<file path="src/rtl/seg10_display_arb.sv">
// Round-robin arbiter sharing one seg10 display between NREQ requesters.
// Each grant shows a latched digit for a fixed slot, then blanks and acks.
module seg10_display_arb #(
   parameter int NREQ        = 4,
   parameter int HOLD_CYCLES = 12000000,
   parameter int GAP_CYCLES  = 1200000,
   localparam int OW   = $clog2(NREQ),
   localparam int TMAX = (HOLD_CYCLES > GAP_CYCLES) ? HOLD_CYCLES : GAP_CYCLES,
   localparam int TW   = $clog2(TMAX + 1)
) (
   input  logic              clk,
   input  logic              reset,
   input  logic [NREQ-1:0]   req,
   input  logic [4*NREQ-1:0] value,
   output logic [NREQ-1:0]   ack,
   output logic [3:0]        digit,
   output logic              blank,
   output logic [OW-1:0]     owner,
   output logic              busy
);

   typedef enum logic [1:0] {
      S_IDLE,
      S_SHOW,
      S_GAP
   } state_t;

   state_t            r_state;
   logic [TW-1:0]     r_timer;
   logic [OW-1:0]     r_last;
   logic [OW-1:0]     r_owner;
   logic [3:0]        r_digit;
   logic              r_blank;
   logic              r_busy;
   logic [NREQ-1:0]   r_ack;

   logic              w_any;
   logic [OW-1:0]     w_pick;
   logic [3:0]        w_val;

   // Scan downward so the closest set bit after r_last wins.
   always_comb begin
      w_any  = 1'b0;
      w_pick = '0;
      for (int k = NREQ; k >= 1; k--) begin
         if (req[(int'(r_last) + k) % NREQ]) begin
            w_any  = 1'b1;
            w_pick = OW'((int'(r_last) + k) % NREQ);
         end
      end
      w_val = value[4*int'(w_pick) +: 4];
   end

   always_ff @(posedge clk or posedge reset) begin
      if (reset) begin
         r_state <= S_IDLE;
         r_timer <= '0;
         r_last  <= OW'(NREQ - 1);
         r_owner <= '0;
         r_digit <= '0;
         r_blank <= 1'b1;
         r_busy  <= 1'b0;
         r_ack   <= '0;
      end else begin
         r_ack <= '0;
         unique case (r_state)
            S_IDLE: begin
               if (w_any) begin
                  r_state <= S_SHOW;
                  r_digit <= w_val;
                  r_owner <= w_pick;
                  r_last  <= w_pick;
                  r_timer <= TW'(HOLD_CYCLES - 1);
                  r_blank <= 1'b0;
                  r_busy  <= 1'b1;
               end
            end
            S_SHOW: begin
               if (r_timer == '0) begin
                  r_state <= S_GAP;
                  r_timer <= TW'(GAP_CYCLES - 1);
                  r_blank <= 1'b1;
                  r_ack   <= NREQ'(1) << r_owner;
               end else begin
                  r_timer <= r_timer - 1'b1;
               end
            end
            S_GAP: begin
               if (r_timer == '0) begin
                  r_state <= S_IDLE;
                  r_busy  <= 1'b0;
               end else begin
                  r_timer <= r_timer - 1'b1;
               end
            end
            default: begin
               r_state <= S_IDLE;
               r_blank <= 1'b1;
               r_busy  <= 1'b0;
            end
         endcase
      end
   end

   assign ack   = r_ack;
   assign digit = r_digit;
   assign blank = r_blank;
   assign owner = r_owner;
   assign busy  = r_busy;

endmodule

</file>
<file path="config.mk">
export PLATFORM = sky130hd
export DESIGN_NAME = seg10_display_arb
export DESIGN_NICKNAME = d
export VERILOG_FILES = /design/src/rtl/seg10_display_arb.sv
export SDC_FILE = /design/constraint.sdc
export NUM_CORES = 1
export LEC_CHECK = 0
export CORE_ASPECT_RATIO = 1.75
export CORE_MARGIN = 10
export CORE_UTILIZATION = 55
export DETAILED_ROUTE_END_ITERATION = 7
export GPL_TIMING_DRIVEN = 0
export PLACE_DENSITY = 0.81
export SKIP_CTS_REPAIR_TIMING = 1
export SYNTH_ARGS = -nofsm -noshare
export SYNTH_HDL_FRONTEND = slang
export SYNTH_SLANG_ARGS = --single-unit
</file>
<file path="constraint.sdc">
create_clock -name clk -period 2.6 [get_ports clk]
set_input_delay 0.26 -clock clk [delete_from_list [all_inputs] [get_ports clk]]
set_output_delay 0.26 -clock clk [all_outputs]
set_load 0.1 [all_outputs]
</file>
# Word-level counts from Yosys, hierarchy flattened
# Index checks and enable logic that the tools add are counted.
[word_totals] mem_bits_ro=0 inputBits=22 output_inout_bits=12 elab_cells=79 regBits=40 latchBits=0 memories=0 ram_bits=0
[classes] n_shift=2 n_mul=0 n_reduce_logical=12 n_lt_le_gt_ge=4 addsub=5 div_mod_pow=0 n_mux=36 n_bitwise=6 eq_ne=6
[op_table] op="24-bit 2-to-1 mux" n=3
[op_table] op="24-bit one-hot mux with 3 select lines" n=1
[op_table] op="24-bit zero test" n=1
[op_table] op="24-bit by 1-bit subtractor with 24-bit output, second input constant" n=1
[op_table] op="3-bit by 4-bit less-than comparator with 1-bit output, second input constant" n=4
[op_table] op="1-bit 2-to-1 mux" n=16
[op_table] op="16-bit by 5-bit variable part select with 4-bit output" n=1
[op_table] op="2-bit 2-to-1 mux" n=7
[op_table] op="3-bit AND reduction" n=4
[op_table] op="1-bit binary-select mux with 2-bit select" n=4
[op_table] op="4-bit 2-to-1 mux" n=2
[op_table] op="2-bit != test, second input constant" n=4
[op_table] op="2-bit OR reduction" n=4
[op_table] op="1-bit one-hot mux with 3 select lines" n=2
[op_table] op="2-bit one-hot mux with 3 select lines" n=1
[op_table] op="2-bit by 1-bit adder with 2-bit output, second input constant" n=2
[op_table] op="2-bit adder, second input constant" n=2
[op_table] op="1-bit AND, first input constant" n=4
[op_table] op="1-bit by 2-bit << shifter with 4-bit output, first input constant" n=1
[op_table] op="3-bit nonzero test" n=1
[op_table] op="2-bit by 1-bit equality test with 1-bit output, second input constant" n=1
[op_table] op="2-bit equality test, second input constant" n=1
[op_table] op="2-bit zero test" n=1
[op_table] op="1-bit NOT" n=2
[op_table] op="2-bit AND reduction" n=1

# Longest topological paths before layout
[logic_depth] ltp_word=12 depth_mapped=9 ltp_nobuf=7

# Least setup slack after synthesis
# OpenSTA, ideal clock, no wires.
[synth_timing] path_kind="register to register" from="reg r_state[0]" to="reg r_timer[3]" stages_incl_launch_ff=10 t_arrival_ps=1971 slack_ps=509 setup_ps=120 required_ps=2480 n_path_buf=2 period_less_slack_ps=2091 cell_sequence="dfrtp_1 inv_1 ha_1 or2_2 clkbuf_1 nand2_1 o311ai_2 buf_2 o21a_1 o22a_2"
[synth_between] elab_chain_cells=3 elab_cells_between_ends=8 classes_between="4 x eq/ne; 1 x mux; 3 x reduce/logical"
[synth_lines] element="start: declaration" line_no="28" source="state_t r_state;"
[synth_lines] element="start signal: assignment" line_no="56" source="r_state <= S_IDLE;"
[synth_lines] element="start signal: assignment" line_no="69" source="r_state <= S_SHOW;"
[synth_lines] element="start signal: assignment" line_no="80" source="r_state <= S_GAP;"
[synth_lines] element="2-bit equality test (tied with other cells)" line_no="66" source="unique case (r_state)"
[synth_lines] element="2-bit != test (no line) / 3-bit nonzero test (equally long branches)"
[synth_lines] element="3-bit AND reduction (no line)"
[synth_lines] element="end signal: assignment" line_no="73" source="r_timer <= TW'(HOLD_CYCLES - 1);"
[synth_lines] element="end signal: assignment" line_no="81" source="r_timer <= TW'(GAP_CYCLES - 1);"
[synth_lines] element="end signal: assignment" line_no="85" source="r_timer <= r_timer - 1'b1;"
[synth_lines] element="end: declaration" line_no="29" source="logic [TW-1:0] r_timer;"
# Several ways; a longest one is shown, not always the timed one.
# A chain may end at the register's enable or synchronous reset.

# Worst setup path in the final report
[layout_timing] from="reg r_timer[3]" to="reg r_timer[16]"
[layout_between] elab_chain_cells=3 elab_cells_between_ends=7 classes_between="1 x add/sub; 1 x eq/ne; 3 x mux; 2 x reduce/logical"
[layout_lines] element="24-bit by 1-bit subtractor with 24-bit output / 24-bit zero test (equally long branches)"
[layout_lines] element="24-bit 2-to-1 mux (tied with other cells)" line_no="89" source="if (r_timer == '0) begin"
[layout_lines] element="24-bit one-hot mux with 3 select lines / 3-bit AND reduction (equally long branches)"
# Several ways; a longest one is shown, not always the timed one. The select of a mux whose other input is x is not followed.

==> run_results.csv <==
group,metric,value,unit
timing,final_setup_skew,6.57,ps
drt,detail-route-antenna-nets,0,
synth,postSynthRegisterBits,40,
die,die_w,71.9,um
cells_and_area,num-nets-final,350,
placement,pre_cts_ws,-126,ps
global_route,first_pass_grt_wire_length,11.2,mm
worst_setup_path,crit_type,"reg2reg",
drt,met1Wirelength,2.63,mm
timing,setup_viol_count_final,0,
clocking,worst_setup_hold_path_clk_slew,80,ps
cells_and_area,stdcell_area,3090,um^2
clocking,cts_buffers,5,
synth,synthArstFlopShare,1.00,
global_route,grt_start_max_net_pins,41,
timing,timing.final.ws_setup,151,ps
timing,max_slew.worst_pin.slew,993,ps
synth,synthCells,283,
global_route,first_global_vias,2392,
timing,post-route-min-period,2450,ps
drt,avgRoutedWirePerCell,18.0,um
global_route,global_route.usage.total,0.168,
power,power.ir.vdd_worst,0.000312,V
die,placeableCoreArea,4620,um^2
die,ios,34,
placement,place_congestion,0.834,
timing,final_min_period_over_clock_period,0.942,
drt,vias_per_cell,6.33,
synth,distinct_cells_synth,47,
die,fp-row-count,33,
clocking,clock_insertion_delay_worst_skew,300,ps
synth,synthFlopType,"sky130_fd_sc_hd__dfrtp_1",
synth,post_synth_instance_area,2590,um^2
synth,synth_net_count,311,
power,static-leakage-power,1.30,nW
drt,met2WireLength,3.75,mm
worst_setup_path,worst_ep_arrival_time,2680,ps
clocking,clock_tree_from_tritoncts,"yes",
global_route,antenna_found_initial,0,
clocking,clock_tree.htree_level_count,2,
drt,drc_errors,0,
synth,synthesis_warning_total,0,
placement,place_inst,368,
timing,slew_violations,0,
drt,drt-initial-drc-count,127,
synth,ys_top_cells_by_area,"sky130_fd_sc_hd__dfrtp_1 (36%), sky130_fd_sc_hd__a21oi_1 (5.2%), sky130_fd_sc_hd__nor3_1 (3.5%)",
drt,via_count,2373,
timing,rsz0062_at_grt,"false",
placement,port-buffer-count,33,
drt,drtPass1Iterations,4,
worst_setup_path,cp-end-kind,"register",
power,cellPowerDensity,376,nW/um^2
cells_and_area,final_cell_count_without_fillers,375,
die,die_area,7960,um^2
clocking,cts-root-buf,"sky130_fd_sc_hd__clkbuf_8",
clocking,clock_sinks,40,
worst_setup_path,start_kind,"register",
die,die_y,111,um
worst_setup_path,worst-endpoint-required,2830,ps
placement,detailedPlacementHpwl,4.99,mm
drt,route.top_layer_used,"met4",
drt,wl_met3,293,um
hold_path,min_path_type,"in2async",
synth,postSynthAreaPerCell,9.16,um^2
synth,synth-seq-area-share,0.388,
cells_and_area,antenna_diodes,0,
cells_and_area,flow.area_growth_from_synthesis,19.2,%
worst_setup_path,critPathMaxFanout,9,
placement,dpl_cell_area,2990,um^2
timing,timing.final.hold_violations,0,
global_route,grt_remaining_overflow,0,
clocking,cts.path.max_buffers,2,
cells_and_area,final_layout_size_suffix_gt1_frac,0.111,
drt,finalWirelength,6.77,mm
timing,worst_relative_slew_slack,0.336,
flow_run,max-cap-violations,0,
timing,max_freq,408,MHz
synth,yosysTopAreaCell,"sky130_fd_sc_hd__dfrtp_1",
die,initial_utilization,0.560,
status,outcome,"complete, no violations",
synth,synth_edf_count,0,
synth,synth_top_area_share,0.357,
## worst paths after layout
kind                            depth (start not counted)                 endpoint  slack, ps                   start
max in group asynchronous                               2  r_timer[21]$_DFFE_PP0P_       1590                   reset
worst max-delay path                                    5  r_timer[16]$_DFFE_PP0P_        150  r_timer[3]$_DFFE_PP0P_
worst min register to register                          2     digit[3]$_DFFE_PP0P_        500    digit[3]$_DFFE_PP0P_
worst min-delay path                                    2     digit[0]$_DFFE_PP0P_        470                   reset
worst max register to register                          5  r_timer[16]$_DFFE_PP0P_        150  r_timer[3]$_DFFE_PP0P_
min in group clk                                        2     digit[3]$_DFFE_PP0P_        500    digit[3]$_DFFE_PP0P_
## worst max-delay path, stage by stage (launching register included)
cell,delay (ps)
sky130_fd_sc_hd__dfrtp_1,450
sky130_fd_sc_hd__nor4_4,620
sky130_fd_sc_hd__nand4_1,440
sky130_fd_sc_hd__or3_1,470
sky130_fd_sc_hd__o31ai_1,210
sky130_fd_sc_hd__a22o_1,180
## layer usage
layer  global-route usage  vias up
met2                0.308       52
met3               0.0385        7
li1                     -     1147
met1                0.173     1167
met5                    0        -
met4               0.0661        0
## stage by stage
| stage | total power [W] | utilization | hold slack [ps] | TNS [ps] |
|---|---|---|---|---|
| after detailed placement | 0.000708 | 0.646 | 489 | -850 |
| final | 0.00116 | 0.668 | 468 | 0 |
| after CTS | 0.00117 | 0.667 | 500 | 0 |
| after global placement | 0.000707 | 0.646 | 478 | -814 |
| after global routing | 0.00120 | 0.668 | 513 | 0 |
| after floorplan | 0.000666 | - | 457 | 0 |
## final cells by class
class,count,area [um^2]
Buffer,15,83.8
Clock buffer,8,100
Fill cell,398,1540
Inverter,9,33.8
Multi-Input combinational cell,218,1470
Sequential cell,40,1000
Tap cell,52,65.1
Timing Repair Buffer,33,330
## layout by cell type (no fill, tap or decap), drive strengths merged, types with 4 or more instances in the layout
master          n
nor4           10
o21ai          12
clkdlybuf4s50  33
or2             4
inv             9
o211ai          4
a31oi           7
o31ai           4
o21a            4
o22a            9
dfrtp          37
a211oi          5
nand2          24
buf             8
clkbuf         15
nor3           18
a22o            6
mux2i           8
a21oi          27
or3             9
ha              6
nor4b           4
nand2b          6
a21o            7
nor2           20
nand4           5
## state kept, by name, summed over array words and instances (netlist names)
register	flops
r_timer	24
ack	4
digit	4
owner	2
r_last	2
r_state	2
blank	1
busy	1
## synthesized netlist by cell type, types with 3 or more instances
library cell	instances
sky130_fd_sc_hd__o21ai_0	11
sky130_fd_sc_hd__o31ai_1	4
sky130_fd_sc_hd__nor3b_1	3
sky130_fd_sc_hd__dfstp_2	3
sky130_fd_sc_hd__o22a_1	5
sky130_fd_sc_hd__nor4b_1	4
sky130_fd_sc_hd__or3_1	8
sky130_fd_sc_hd__nand2b_1	6
sky130_fd_sc_hd__buf_6	3
sky130_fd_sc_hd__inv_1	9
sky130_fd_sc_hd__a211oi_1	5
sky130_fd_sc_hd__nor3_1	18
sky130_fd_sc_hd__or2_2	4
sky130_fd_sc_hd__ha_1	6
sky130_fd_sc_hd__nand4_1	4
sky130_fd_sc_hd__mux2i_1	8
sky130_fd_sc_hd__a22o_1	6
sky130_fd_sc_hd__a31oi_1	7
sky130_fd_sc_hd__nor2_1	20
sky130_fd_sc_hd__nand2_1	24
sky130_fd_sc_hd__dfrtp_1	37
sky130_fd_sc_hd__a21oi_1	27
sky130_fd_sc_hd__nor4_1	8
sky130_fd_sc_hd__o211ai_1	4
sky130_fd_sc_hd__o21a_1	4
sky130_fd_sc_hd__buf_2	4
sky130_fd_sc_hd__o22a_2	4
sky130_fd_sc_hd__a21o_1	7
sky130_fd_sc_hd__clkbuf_1	8
## logic make-up (layout without fill, tap and decap cells)
family          count (synthesis)  count (layout)  synth area share
flops                          40              40             0.388
fa+ha+maj                       6               6            0.0290
buf+inv                        25              65            0.0468
compound gates                 96              96             0.268
mux                             8               8            0.0309
simple gates                  108             108             0.237
## power by group
part	leakage, nW	internal (W)	total [W]	switching (W)
clock network	0.0515	0.000243	0.000467	0.000224
logic	0.762	0.0000380	0.0000735	0.0000356
registers	0.482	0.000622	0.000622	0.000000204
total	1.30	0.000903	0.00116	0.000260
Note: power is estimated with default switching activity, not from simulation.
